==> src/rtl/store_size_unit_if.sv <==
// Bus between the control FSM / data memory and the store-size unit.
// master: the side that issues store requests and models the memory port.
// slave:  the store-size unit itself.
interface store_size_unit_if;
  logic        start;
  logic [1:0]  ss_control;
  logic [31:0] addr;
  logic [31:0] regB_out;
  logic [31:0] mem_data_in;
  logic [31:0] mem_addr;
  logic [31:0] mem_data_out;
  logic        mem_rd;
  logic        mem_wr;
  logic        busy;
  logic        done;
  logic        ss_error;

  modport master (
    output start, ss_control, addr, regB_out, mem_data_in,
    input  mem_addr, mem_data_out, mem_rd, mem_wr, busy, done, ss_error
  );

  modport slave (
    input  start, ss_control, addr, regB_out, mem_data_in,
    output mem_addr, mem_data_out, mem_rd, mem_wr, busy, done, ss_error
  );
endinterface

==> src/rtl/store_size_unit.sv <==
// Store-size unit: word stores go straight to memory, halfword and byte
// stores do a read-modify-write so only the addressed lanes change.
// Misaligned or illegal requests finish with an error pulse and no strobe.
//
// state | meaning
// IDLE  | waiting for start
// READ  | mem_rd strobe for the addressed word
// WAIT  | memory read latency, MEM_LAT cycles, counted down
// WRITE | mem_wr strobe with the final word
// DONE  | done pulse
// ERR   | done + ss_error pulse, memory untouched
module store_size_unit #(
  parameter int MEM_LAT = 1
) (
  input logic            clk,
  input logic            reset,
  store_size_unit_if.slave bus
);

  localparam int CW = (MEM_LAT > 1) ? $clog2(MEM_LAT) : 1;

  typedef enum logic [2:0] {
    IDLE  = 3'd0,
    READ  = 3'd1,
    WAIT  = 3'd2,
    WRITE = 3'd3,
    DONE  = 3'd4,
    ERR   = 3'd5
  } state_t;

  state_t      state;
  state_t      state_next;
  logic [1:0]  size_q;
  logic [1:0]  off_q;
  logic [31:0] data_q;
  logic [31:0] mem_addr_q;
  logic [31:0] mem_data_q;
  logic [CW-1:0] wait_cnt;

  logic        req_err;
  logic        wait_tc;
  logic [31:0] lane_mask;
  logic [31:0] lane_data;
  logic [31:0] merged;

  // Misaligned SW/SH or the reserved size code are rejected up front.
  always_comb begin
    req_err = 1'b0;
    case (bus.ss_control)
      2'b00:   req_err = (bus.addr[1:0] != 2'b00);
      2'b01:   req_err = bus.addr[0];
      2'b10:   req_err = 1'b0;
      default: req_err = 1'b1;
    endcase
  end

  assign wait_tc = (wait_cnt == '0);

  // Lane mask and replicated operand for the merge; SW never reaches the merge.
  always_comb begin
    lane_mask = 32'h0;
    lane_data = 32'h0;
    if (size_q == 2'b10) begin
      lane_mask = 32'h0000_00ff << {off_q, 3'b000};
      lane_data = {4{data_q[7:0]}};
    end else begin
      lane_mask = off_q[1] ? 32'hffff_0000 : 32'h0000_ffff;
      lane_data = {2{data_q[15:0]}};
    end
    merged = (bus.mem_data_in & ~lane_mask) | (lane_data & lane_mask);
  end

  // State register.
  always_ff @(posedge clk) begin
    if (reset) state <= IDLE;
    else       state <= state_next;
  end

  // Request capture, latency down-counter and write-word register.
  always_ff @(posedge clk) begin
    if (reset) begin
      size_q     <= 2'b00;
      off_q      <= 2'b00;
      data_q     <= 32'h0;
      mem_addr_q <= 32'h0;
      mem_data_q <= 32'h0;
      wait_cnt   <= '0;
    end else begin
      if (state == IDLE && bus.start) begin
        size_q     <= bus.ss_control;
        off_q      <= bus.addr[1:0];
        data_q     <= bus.regB_out;
        mem_addr_q <= {bus.addr[31:2], 2'b00};
        if (bus.ss_control == 2'b00 && !req_err) mem_data_q <= bus.regB_out;
      end
      if (state == READ) begin
        wait_cnt <= CW'(MEM_LAT - 1);
      end else if (state == WAIT && !wait_tc) begin
        wait_cnt <= wait_cnt - 1'b1;
      end
      if (state == WAIT && wait_tc) mem_data_q <= merged;
    end
  end

  // Next-state and Moore output decode.
  always_comb begin
    state_next   = state;
    bus.mem_rd   = 1'b0;
    bus.mem_wr   = 1'b0;
    bus.busy     = 1'b1;
    bus.done     = 1'b0;
    bus.ss_error = 1'b0;
    case (state)
      IDLE: begin
        bus.busy = 1'b0;
        if (bus.start) begin
          if (req_err)                      state_next = ERR;
          else if (bus.ss_control == 2'b00) state_next = WRITE;
          else                              state_next = READ;
        end
      end
      READ: begin
        bus.mem_rd = 1'b1;
        state_next = WAIT;
      end
      WAIT: begin
        if (wait_tc) state_next = WRITE;
      end
      WRITE: begin
        bus.mem_wr = 1'b1;
        state_next = DONE;
      end
      DONE: begin
        bus.done   = 1'b1;
        state_next = IDLE;
      end
      ERR: begin
        bus.done     = 1'b1;
        bus.ss_error = 1'b1;
        state_next   = IDLE;
      end
      default: begin
        bus.busy   = 1'b0;
        state_next = IDLE;
      end
    endcase
  end

  assign bus.mem_addr     = mem_addr_q;
  assign bus.mem_data_out = mem_data_q;

endmodule

==> src/flat_wrapper.sv <==
// flat-port wrapper written by rule: the top's interface ports become plain ports
module store_size_unit_flat 
#(
  parameter int MEM_LAT = 1
)
  (clk, reset, bus_start, bus_ss_control, bus_addr, bus_regB_out, bus_mem_data_in, bus_mem_addr, bus_mem_data_out, bus_mem_rd, bus_mem_wr, bus_busy, bus_done, bus_ss_error);
  store_size_unit_if bus_i ();
  input logic clk;
  input logic reset;
  input wire logic [$bits(bus_i.start)-1:0] bus_start;
  input wire logic [$bits(bus_i.ss_control)-1:0] bus_ss_control;
  input wire logic [$bits(bus_i.addr)-1:0] bus_addr;
  input wire logic [$bits(bus_i.regB_out)-1:0] bus_regB_out;
  input wire logic [$bits(bus_i.mem_data_in)-1:0] bus_mem_data_in;
  output wire logic [$bits(bus_i.mem_addr)-1:0] bus_mem_addr;
  output wire logic [$bits(bus_i.mem_data_out)-1:0] bus_mem_data_out;
  output wire logic [$bits(bus_i.mem_rd)-1:0] bus_mem_rd;
  output wire logic [$bits(bus_i.mem_wr)-1:0] bus_mem_wr;
  output wire logic [$bits(bus_i.busy)-1:0] bus_busy;
  output wire logic [$bits(bus_i.done)-1:0] bus_done;
  output wire logic [$bits(bus_i.ss_error)-1:0] bus_ss_error;
  assign bus_i.start = bus_start;
  assign bus_i.ss_control = bus_ss_control;
  assign bus_i.addr = bus_addr;
  assign bus_i.regB_out = bus_regB_out;
  assign bus_i.mem_data_in = bus_mem_data_in;
  assign bus_mem_addr = bus_i.mem_addr;
  assign bus_mem_data_out = bus_i.mem_data_out;
  assign bus_mem_rd = bus_i.mem_rd;
  assign bus_mem_wr = bus_i.mem_wr;
  assign bus_busy = bus_i.busy;
  assign bus_done = bus_i.done;
  assign bus_ss_error = bus_i.ss_error;
  store_size_unit #(.MEM_LAT(MEM_LAT)) u_core (.clk(clk), .reset(reset), .bus(bus_i));
endmodule
==> config.mk <==
export PLATFORM = sky130hd
export DESIGN_NAME = store_size_unit_flat
export DESIGN_NICKNAME = d
export VERILOG_FILES = /design/src/rtl/store_size_unit_if.sv /design/src/rtl/store_size_unit.sv /design/src/flat_wrapper.sv
export SDC_FILE = /design/constraint.sdc
export NUM_CORES = 1
export LEC_CHECK = 0
export CORE_ASPECT_RATIO = 1.75
export CORE_MARGIN = 8
export CORE_UTILIZATION = 35
export CTS_BUF_LIST = sky130_fd_sc_hd__clkbuf_4
export DETAILED_ROUTE_END_ITERATION = 16
export DONT_BUFFER_PORTS = 1
export GPL_ROUTABILITY_DRIVEN = 0
export PLACE_DENSITY_LB_ADDON = 0.3
export SETUP_SLACK_MARGIN = 0.1
export SLEW_MARGIN = 20
export SYNTH_ARGS = -nofsm -noshare
export SYNTH_HDL_FRONTEND = slang
export SYNTH_SLANG_ARGS = --single-unit
==> constraint.sdc <==
create_clock -name clk -period 1.51 [get_ports clk]
set_input_delay 0.151 -clock clk [delete_from_list [all_inputs] [get_ports clk]]
set_output_delay 0.151 -clock clk [all_outputs]
set_load 0.005 [all_outputs]
==> results.ini <==
[synthesis]
synth_area_leaders=dfxtp_1 (44%), nand2_1 (11%), a21oi_1 (7.0%)
syn_area_mm2=0.00389
synth_area_leader_cell=dfxtp_1
yosys_warnings=0
syn_inst=467
ys_ff_latch=86
synthDistinctLibCells=37
avgSynthCellArea_um2=8.32
yosysTopAreaCellShare=0.443
ys_seq_area_frac=0.443

[worst_setup_path]
crit_family=flip-flops
endpoint_kind=flop
worst-path-buf-inv=2
crit_path_max_incr_delay_ns=0.35
cp_cell_sequence=nor2b_4 > buf_12 > mux2i_4 > a221oi_2 > buf_4 > a2111oi_4
cp.arrival_ns=1.92
cp_max_fo=4
crit_type=reg -> reg
crit_required_ns=1.85
slowest_stage=dfxtp_2
startpoint_type=flop

[route]
ant_nets=0
first_pass_iters=4
wire_per_inst_um=22.2
wirelength_mm=15.5
dr_total_vias=3915
via_per_inst=5.61
drc_errors=0
drt_iter0_drc=149

[clock_network]
clk_pin_slew_ns=0.14
cts_root_buf=clkbuf_4
cts_buffer_depth=2
cts_tree=done
cts_inserted_buffers=9
htree_levels=3
cts_sinks=86
clk_latency_ns=0.44

[pwr]
powerDensity_mw_per_mm2=966
total_leakage_power_nw=2.48
ir_worst_vdd_uv=601

[timing]
rsz0062_at_grt=yes
period_needed_ns=1.58
setup_ws_ns=-0.0664
max_freq_mhz=634
hold_slack_ns=-0.229
report.final.setup_viol=14
period_share=1.04
skew_ns=0.0172
slew_viol_final=0
final-hold-violation-count=78

[floorplanning]
fp.dieW_um=95.7
ioPinCount=170
start_util=0.354
die-area_mm2=0.0149
die_h_um=155
num_rows=51
coreArea_mm2=0.0110

[hold_path]
hp-class=in -> reg

[placement]
place_area_mm2=0.00443
dp_slack_ns=-0.163
port_buffers=0
dp_hpwl_mm=10.4
dpl.cell_count=611

[finish]
final_util=0.573
fillers=937
nets=662
stdcell_count=698
drive_gt1_frac=0.450
area_delta_synth_final_pct=61.8
postLayoutCellArea_mm2=0.00629

[status]
status=finished with violations
violations=negative hold slack, negative setup slack

[global_route]
grt_max_degree=81
grt_pass1_wl_mm=21.4
grtUsageMet2=0.351
overflow=0
grt.busiest_layer=met2
grt_pass1_vias=3829
met3_usage=0.0699
antenna_found_initial=1
met1_usage=0.176
grt_util_all_layers=0.190

[run]
max_cap_viol_count=0

final cells by class:
cell class,instances,area (um^2),area share
Multi-Input combinational cell,330,2830,0.450
Sequential cell,86,1730,0.276
Timing Repair Buffer,123,1380,0.220
Tap cell,132,165,0.0263
Clock buffer,11,82.6,0.0131
Clock inverter,4,48.8,0.00776
Inverter,11,41.3,0.00657
Antenna cell,1,2.50,0.000398
cell usage after synthesis:
master	number
nor3_2	1
a21o_1	1
nand2b_4	1
nand2b_1	4
buf_2	17
inv_1	11
a31oi_1	16
conb_1	1
nor3_1	1
nand2_2	1
a2111oi_1	2
buf_1	1
nor2_1	37
a211oi_1	2
buf_4	2
o22ai_1	8
o21ai_1	2
a211o_1	1
nor2b_1	1
mux2i_1	24
or3_1	1
a21oi_2	1
a221oi_2	1
nand2_1	111
a2111oi_0	1
a21boi_0	1
nand3_1	16
a221oi_1	15
dfxtp_1	86
nor4_4	1
a2111oi_2	14
buf_6	3
nor3b_1	1
a21oi_1	54
and3_1	8
clkbuf_1	18
nor4b_4	1
power by group:
group | total (mW) | switching (mW) | internal, mW | leakage, nW
clock | 1.32 | 0.793 | 0.529 | 0.0666
combinational | 2.07 | 1.03 | 1.03 | 1.70
sequential | 2.68 | 0.192 | 2.49 | 0.706
total | 6.07 | 2.02 | 4.05 | 2.48
final timing paths:
| check | startpoint | endpoint | slack [ns] | depth (start not counted) |
|---|---|---|---|---|
| max | u_core.size_q[1]$_SDFFE_PP0P_ | u_core.bus.mem_data_out[8]$_SDFFE_PP0P_ | -0.07 | 6 |
| min | reset | u_core.data_q[4]$_SDFFE_PP0P_ | -0.23 | 1 |
| max reg2reg | u_core.size_q[1]$_SDFFE_PP0P_ | u_core.bus.mem_data_out[8]$_SDFFE_PP0P_ | -0.07 | 6 |
| min reg2reg | u_core.data_q[15]$_SDFFE_PP0P_ | u_core.data_q[15]$_SDFFE_PP0P_ | 0.47 | 2 |
per-layer routing:
layer	wire (um)	up-vias
li1	-	1825
met1	5060	1902
met2	8690	157
met3	1310	31
met4	459	0
met5	0	-
repair_timing:
| action | CTS | global route |
|---|---|---|
| gates resized for setup | 62 | 151 |
| endpoints found under the setup margin | 84 | 88 |
| hold buffers | 16 | 32 |
| cloned | 3 | 5 |
| hold endpoints to repair | 86 | 78 |
| pin swaps | 16 | 80 |
| setup buffers | 10 | 7 |
flip-flops by register name, indices dropped and copies added (netlist names):
| signal | count |
|---|---|
| u_core.off_q | 2 |
| u_core.size_q | 2 |
| u_core.bus.mem_data_out | 32 |
| u_core.data_q | 16 |
| u_core.state | 3 |
| u_core.bus.mem_addr | 30 |
| u_core.wait_cnt | 1 |
metrics by stage:
step | setup TNS (ns) | total power, mW
floorplan | 0 | 3.50
global placement | -1.26 | 3.88
detailed placement | -3.82 | 3.91
CTS | -0.226 | 5.58
global route | -3.67 | 6.37
finish | -0.329 | 6.07
cells by family after synthesis:
group                  count (synthesis)  synth area share
multiplexers                          24            0.0618
other                                  1          0.000965
buffers and inverters                 52            0.0634
flip-flops                            86             0.443
AND/OR/NAND/NOR                      185             0.209
AO/OA/AOI/OAI                        119             0.222
cells in the final DEF, fill, tap and decap left out, types with 8 or more instances in the layout:
master | netlist | final
dlygate4sd3_1 | 0 | 48
a21oi_2 | 1 | 48
buf_12 | 0 | 13
nand2_4 | 0 | 42
nand3_1 | 16 | 14
buf_4 | 2 | 41
a2111oi_2 | 14 | 13
inv_1 | 11 | 11
nand2_1 | 111 | 63
buf_6 | 3 | 12
a221oi_2 | 1 | 12
a31oi_1 | 16 | 16
clkbuf_4 | 0 | 11
dfxtp_1 | 86 | 81
o22ai_1 | 8 | 8
mux2i_1 | 24 | 15
nor2_1 | 37 | 32
Note: power is estimated with default switching activity, not from simulation.
